File: src/rtl/dcache_arb_pkg.sv
// Shared types and the round-robin search helper
// for the data-cache port arbiter.
package dcache_arb_pkg;

  localparam int unsigned MaxArbPorts = 8;
  localparam int unsigned PtrW = 3;

  typedef enum logic [1:0] {
    IDLE,
    WAIT_GNT,
    WAIT_RVALID
  } arb_state_e;

  typedef struct packed {
    logic [11:0] address_index;
    logic [19:0] address_tag;
    logic [31:0] data_wdata;
    logic        data_req;
    logic        data_we;
    logic [3:0]  data_be;
    logic [1:0]  data_size;
    logic [3:0]  data_id;
    logic        kill_req;
    logic        tag_valid;
  } arb_req_t;

  typedef struct packed {
    logic        data_gnt;
    logic        data_rvalid;
    logic [3:0]  data_id;
    logic [31:0] data_rdata;
  } arb_rsp_t;

  // Returns {valid, index} of the first requester at or after ptr.
  function automatic logic [PtrW:0] rr_select(
    input logic [MaxArbPorts-1:0] req,
    input logic [PtrW-1:0]        ptr,
    input int unsigned            n
  );
    logic [PtrW:0] res;
    int unsigned   idx;
    res = '0;
    for (int unsigned i = 0; i < MaxArbPorts; i++) begin
      idx = int'(ptr) + i;
      if (idx >= n) idx = idx - n;
      if (i < n && !res[PtrW] && req[idx[PtrW-1:0]])
        res = {1'b1, idx[PtrW-1:0]};
    end
    return res;
  endfunction

endpackage

File: src/rtl/dcache_port_arbiter_rr_arb_sel.sv
// Combinational requester selector: first request
// found searching upward from i_ptr, with wrap.
module rr_arb_sel
  import dcache_arb_pkg::*;
#(
  parameter int unsigned NrPorts = 2,
  localparam int unsigned IdxW =
    (NrPorts > 1) ? $clog2(NrPorts) : 1
) (
  input  logic [NrPorts-1:0] i_req,
  input  logic [IdxW-1:0]    i_ptr,
  output logic [IdxW-1:0]    o_sel,
  output logic               o_valid
);

  logic [PtrW:0] w_res;

  assign w_res = rr_select(MaxArbPorts'(i_req),
                           PtrW'(i_ptr), NrPorts);
  assign o_valid = w_res[PtrW];
  assign o_sel = IdxW'(w_res[PtrW-1:0]);

endmodule

File: src/rtl/dcache_port_arbiter.sv
// One-outstanding dcache port arbiter, round-robin by default;
// define DCACHE_ARB_FIXED_PRIO_EN for lowest-index-wins priority.
module dcache_port_arbiter
  import dcache_arb_pkg::*;
#(
  parameter type dcache_req_i_t = arb_req_t,
  parameter type dcache_req_o_t = arb_rsp_t,
  parameter int unsigned NrPorts = 2
) (
  input  logic          clk_i,
  input  logic          rst_ni,
  input  dcache_req_i_t req_ports_i [NrPorts],
  output dcache_req_o_t req_ports_o [NrPorts],
  output dcache_req_i_t mem_req_o,
  input  dcache_req_o_t mem_req_i,
  output logic          busy_o
);

  localparam int unsigned IdxW =
    (NrPorts > 1) ? $clog2(NrPorts) : 1;

  arb_state_e         r_state;
  logic [IdxW-1:0]    r_owner;
  logic [NrPorts-1:0] w_req;
  logic [IdxW-1:0]    w_ptr;
  logic [IdxW-1:0]    w_sel;
  logic [IdxW-1:0]    w_tgt;
  logic               w_valid;
  logic               w_gnt;
  logic               w_rvalid;
  dcache_req_i_t      w_mem;
  dcache_req_i_t      w_own;

  always_comb begin
    w_req = '0;
    for (int i = 0; i < int'(NrPorts); i++)
      w_req[i] = req_ports_i[i].data_req;
  end

`ifdef DCACHE_ARB_FIXED_PRIO_EN
  assign w_ptr = '0;
`else
  logic [IdxW-1:0] r_rr_ptr;
  logic [IdxW-1:0] w_next;

  assign w_ptr = r_rr_ptr;
  assign w_next = (r_owner == IdxW'(NrPorts - 1))
                ? '0 : r_owner + 1'b1;
`endif

  rr_arb_sel #(
    .NrPorts(NrPorts)
  ) u_sel (
    .i_req  (w_req),
    .i_ptr  (w_ptr),
    .o_sel  (w_sel),
    .o_valid(w_valid)
  );

  always_comb begin
    w_own = req_ports_i[r_owner];
    w_mem = '0;
    w_tgt = r_owner;
    w_gnt = 1'b0;
    w_rvalid = 1'b0;
    unique case (r_state)
      IDLE: begin
        if (w_valid) begin
          w_mem = req_ports_i[w_sel];
          w_tgt = w_sel;
          w_gnt = mem_req_i.data_gnt;
        end
      end
      WAIT_GNT: begin
        w_mem = w_own;
        w_gnt = mem_req_i.data_gnt & w_own.data_req;
      end
      WAIT_RVALID: begin
        w_mem.address_tag = w_own.address_tag;
        w_mem.tag_valid = w_own.tag_valid;
        w_mem.kill_req = w_own.kill_req;
        w_rvalid = mem_req_i.data_rvalid;
      end
      default: ;
    endcase
    if (!rst_ni) begin
      w_mem = '0;
      w_gnt = 1'b0;
      w_rvalid = 1'b0;
    end
  end

  assign mem_req_o = w_mem;
  assign busy_o = (r_state != IDLE);

  always_comb begin
    for (int p = 0; p < int'(NrPorts); p++) begin
      req_ports_o[p] = '0;
      req_ports_o[p].data_rdata = mem_req_i.data_rdata;
      req_ports_o[p].data_id = mem_req_i.data_id;
      if (IdxW'(p) == w_tgt) begin
        req_ports_o[p].data_gnt = w_gnt;
        req_ports_o[p].data_rvalid = w_rvalid;
      end
    end
  end

  always_ff @(posedge clk_i) begin
    if (!rst_ni) begin
      r_state <= IDLE;
      r_owner <= '0;
`ifndef DCACHE_ARB_FIXED_PRIO_EN
      r_rr_ptr <= '0;
`endif
    end else begin
      unique case (r_state)
        IDLE: begin
          if (w_valid) begin
            r_owner <= w_sel;
            r_state <= mem_req_i.data_gnt
                     ? WAIT_RVALID : WAIT_GNT;
          end
        end
        WAIT_GNT: begin
          if (!w_own.data_req)
            r_state <= IDLE;
          else if (mem_req_i.data_gnt)
            r_state <= WAIT_RVALID;
        end
        WAIT_RVALID: begin
          // fairness pointer moves only on completion
          if (mem_req_i.data_rvalid) begin
            r_state <= IDLE;
`ifndef DCACHE_ARB_FIXED_PRIO_EN
            r_rr_ptr <= w_next;
`endif
          end
        end
        default: r_state <= IDLE;
      endcase
    end
  end

endmodule

File: config.mk
export PLATFORM = sky130hd
export DESIGN_NAME = dcache_port_arbiter
export DESIGN_NICKNAME = d
export VERILOG_FILES = /design/src/rtl/dcache_arb_pkg.sv /design/src/rtl/dcache_port_arbiter_rr_arb_sel.sv /design/src/rtl/dcache_port_arbiter.sv
export SDC_FILE = /design/constraint.sdc
export NUM_CORES = 1
export LEC_CHECK = 0
export BUFFER_PORTS_ARGS = -buffer_cell sky130_fd_sc_hd__clkbuf_2
export CORE_AREA = 2 2 137 139
export DETAILED_ROUTE_END_ITERATION = 6
export DIE_AREA = 0 0 139 141
export PLACE_DENSITY_LB_ADDON = 0.25
export SKIP_LAST_GASP = 1
export SLEW_MARGIN = 5
export SYNTH_ARGS = -nofsm -noshare
export SYNTH_HDL_FRONTEND = slang
export SYNTH_SLANG_ARGS = --single-unit
File: constraint.sdc
create_clock -name clk_i -period 1.8 [get_ports clk_i]
set_clock_uncertainty 0.05 [all_clocks]
set_input_delay 0.36 -clock clk_i [delete_from_list [all_inputs] [get_ports clk_i]]
set_output_delay 0.36 -clock clk_i [all_outputs]
set_load 0.1 [all_outputs]
### Word-level counts from Yosys, hierarchy flattened

Cells that the tools add are included.

| storage, ports and cells | value |
|---|---|
| register bits after elaboration | 4 |
| bits of input ports | 196 |
| output and inout bits | 155 |
| logic and storage cells | 64 |

| operators by class | value |
|---|---|
| add/sub/neg operators | 4 |
| $lt $le $gt $ge | 6 |
| equal/unequal tests | 5 |
| multiplexer cells | 36 |
| bitwise operators | 3 |
| reductions and logical operators | 7 |

Operators by type and width:

| cell | count |
|---|---|
| $mux 78 | 8 |
| $pmux 44 s2 | 1 |
| $pmux 20 s2 | 1 |
| $ge 32x2->1 const B | 1 |
| $pmux 12 s2 | 1 |
| $mux 2 | 7 |
| $mux 1 | 9 |
| $lt 3x4->1 const B | 2 |
| $mux 4 | 2 |
| $bmux 1 s3 | 2 |
| $mux 3 | 2 |
| $pmux 2 s3 | 1 |
| $ge 2x2->1 const B | 2 |
| $not 1->2 | 2 |
| $pmux 2 s2 | 1 |
| $ne 3x3->1 const B | 1 |
| $reduce_and 3->1 | 1 |
| $sub 1x2->3 const B | 1 |
| $sub 3x2->3 const B | 1 |
| $add 1x1->2 const B | 1 |
| $eq 2x1->1 const B | 1 |
| $eq 2x2->1 const B | 1 |
| $ge 1x2->1 const B | 1 |
| $logic_not 2->1 | 1 |
| 10 further kinds | 10 |

### Depth between registers and ports, before layout

| depth | value |
|---|---|
| depth after elaboration | 15 |
| depth in mapped cells | 8 |
| depth with buffers taken out | 5 |

### Modules after synthesis

From an unflattened synthesis, not the netlist that was laid out.

| unflattened totals | value |
|---|---|
| cells, all modules | 470 |
| area total of the unflattened synthesis | 3802.4 um^2 |

By module, submodules not included:

| module | times used | cells an instance | area an instance (um^2) | sequential area each (um^2) |
|---|---|---|---|---|
| dcache_port_arbiter | 1 | 467 | 3784.9 | 80.1 |
| rr_arb_sel | 1 | 3 | 17.5 | 0.0 |

### Worst setup path after synthesis

No wires, ideal clock.

| timing path | value |
|---|---|
| path type | register -> output |
| start point | register r_state[0] |
| end point | output req_ports_o[37] (netlist name) |
| arrival time | 4.081 ns |
| data required time | 1.390 ns |
| slack | -2.691 ns |
| cell stages (with the launch flop) | 7 |
| path buffers | 1 |
| cells stage by stage | dfxtp_1 -> inv_1 -> ha_1 -> and2_1 -> buf_4 -> and2_1 -> nor4_1 |

RTL lines:

| element | RTL line | text |
|---|---|---|
| from (decl) | dcache_port_arbiter.sv:22 | `arb_state_e r_state;` |
| from (signal assigned) | dcache_port_arbiter.sv:120 | `r_state <= mem_req_i.data_gnt` |
| to (decl) | dcache_port_arbiter.sv:13 | `output dcache_req_o_t req_ports_o [NrPorts],` |

==> flow_summary.ini <==
[cells_and_area]
multiInputGateArea_um2 = 4760
n_antenna_cell = 0
drive_above_1_share_pct = 89.1
area_growth_pct = 153
n_fill_cell = 1560
stdcell_count = 911
layout.area.seq_um2 = 88.8
final_nets = 878
final_cell_mix = clkbuf_2, buf_12, mux2_2
fin_util_pct = 49.1
final_common_cell = clkbuf_2

[floorplanning]
rows = 50
pin_count = 351
die_w_um = 139
die_h_um = 141
core_area_um2 = 18300
dieArea_um2 = 19600
start_util_pct = 19.4

[critical_path]
critPathKind = register to output pin
critPathMaxStageDelay_ns = 0.32
r2r_setup_slack_ns = -0.05
r2r-end = r_state[1]
ff2ff_path_depth = 8
arrival_ns = 1.85
worstPathMaxFanout = 15
cp_top_family = buffers and inverters
critPathLaunch = r_state[1]
crit_path_start_kind = register
cpMaxStageDelayCell = dfxtp_2
worst-path-stages = 7
cp_cell_sequence = inv_4 > ha_4 > and2_4 > buf_12 > nand3_1 > a21oi_2 > buf_12
critPathBufInv = 3
crit_top_cell = buf_12
end_kind = output pin
cp_data_required_time_ns = 1.39
r2r-start = r_state[1]

[synth]
synth_area_per_cell_um2 = 7.22
syn_area_um2 = 3540
syn_inst = 490
synth_top_area_share_pct = 24.5
yosys_warnings = 0
synth.area.top_cells = mux2_2, a32oi_1, buf_4, a21oi_1, nand3_1
synth-seq-cells = 4
synth_cell_types = 32
synth_top_area_cell = mux2_2
ys_seq_area_share_pct = 2.26
synthesis.nets = 690

[job]
maxCapViolations = 0

[outcome]
status = complete, but fails checks
violations = setup timing

[detailed_routing]
drtIter0Drc = 146
ant_nets = 0
wl_per_cell_um = 21.4
routed_wl_um = 19500
first_pass_iters = 4
drc = 0
viasPerCell = 5.40
vias = 4922

[min_path]
holdPathEnd = r_rr_ptr
hp-start = mem_req_i[36]
worstHoldPathCells = 2
hp-class = input pin to register

[grt]
grt_pass1_vias = 5276
overflow = 0
grt_antenna_before_repair = 0
grt_pass1_wl_um = 28500
grt_usage_pct = 17.7
grt_max_degree = 32

[sta]
slew-limit-headroom_pct = 71.1
fmax_ghz = 0.443
final-hold-violation-count = 0
worstMarginPinSlew_ns = 0.432
worst_slack_ns = -0.458
maxSlewViolCount = 0
rsz0062_at_grt = yes
period_share_pct = 125
setup_viol = 84
period_minus_slack_ns = 2.26

[placed_design]
globalplace.congestion = 0.795
portBuffers = 242
place_inst = 877
hpwlAfterDp_um = 13200

[clock_network]
cts_tree = done
clk_latency_ns = 0.23
holdBufCountCts = 0
htree_levels = 1
cts_buffer_depth = 2
cts.sinks = 4
clk_pin_slew_worst_paths_ns = 0.03
numCtsBuffers = 3
cts_root_buf = clkbuf_16

[pwr]
switching_power_w = 0.00350
internal_power_w = 0.00280
powerDensity_nw_per_um2 = 703
p_leak_nw = 3.03
seqPwrFrac_pct = 2.0
swShare_pct = 55.6
comb_power_share_pct = 92.2
power_frac_clock_pct = 5.8
max-vdd-ir-drop_uv = 345
-- final cells by class --
cell class,count,area share [%]
Multi-Input combinational cell,348,53.1
Timing Repair Buffer,315,41.4
Tap cell,234,3.27
Sequential cell,4,0.991
Clock buffer,4,0.879
Inverter,6,0.363
-- metal layers --
layer | up-vias | GRT usage (%) | share of wire, %
li1 | 2246 | - | -
met1 | 2448 | 19.5 | 38
met2 | 188 | 34.9 | 55
met3 | 40 | 2.68 | 5.1
met4 | 0 | 4.84 | 2.0
met5 | - | 0 | 0
-- cells in the mapped netlist (all sizes together) --
library cell,instances
nor2b,2
nor3b,1
a211oi,1
mux2,78
a31oi,1
dfxtp,4
o21ai,2
nand3,79
a311o,1
nand2b,3
a32o,1
nor3,4
ha,4
nand2,3
nor2,1
or4,1
a32oi,76
inv,6
a21oi,82
and2,3
a211o,1
nor4,1
a311oi,1
o32ai,1
clkbuf,21
buf,112
-- registers in the layout (all words and copies together), names as in the netlist --
name      flops
r_state       2
r_rr_ptr      1
r_owner       1
-- worst max path at each step --
stage                 endpoint  slack (ns)
2_1_floorplan  req_ports_o[37]       -0.86
3_3_place_gp     mem_req_o[77]       -0.22
3_5_place_dp     mem_req_o[77]       -0.25
4_1_cts          mem_req_o[76]       -0.45
5_1_grt          mem_req_o[58]       -0.52
6_report          mem_req_o[6]       -0.46
-- cells by family after synthesis --
logic type,after synthesis,synth area share (%)
AOI/OAI and AO/OA,167,32.4
adders and majority gates,4,1.41
buffers and inverters,139,24.8
DFF,4,2.26
muxes,78,24.9
and+or+nand+nor,98,14.2
-- what timing repair did --
item,4_1_cts,5_1_grt
resized for setup,75,30
pin swaps,34,10
setup endpoints to repair,82,85
buffers inserted,13,5
cloned,7,9
-- power by group through the flow --
stage               sequential, W  combinational (W)  clock (W)
floorplan                0.000110            0.00411          0
global placement         0.000120            0.00491          0
detailed placement       0.000121            0.00498          0
CTS                      0.000124            0.00555   0.000373
global route             0.000125            0.00601   0.000381
finish                   0.000123            0.00581   0.000367
-- metrics by stage --
stage	hold WS (ns)	cell area (µm²)	setup TNS, ns	power (W)	setup WS [ns]
after floorplan	0.426	5120	-32.37	0.00422	-0.858
after global placement	0.478	7580	-12.42	0.00503	-0.216
after detailed placement	0.489	7580	-14.13	0.00510	-0.252
after CTS	0.349	8550	-34.29	0.00605	-0.454
after global routing	0.357	8970	-38.67	0.00651	-0.520
final	0.357	8970	-34.00	0.00630	-0.458
Note: power is estimated with default switching activity, not from simulation.
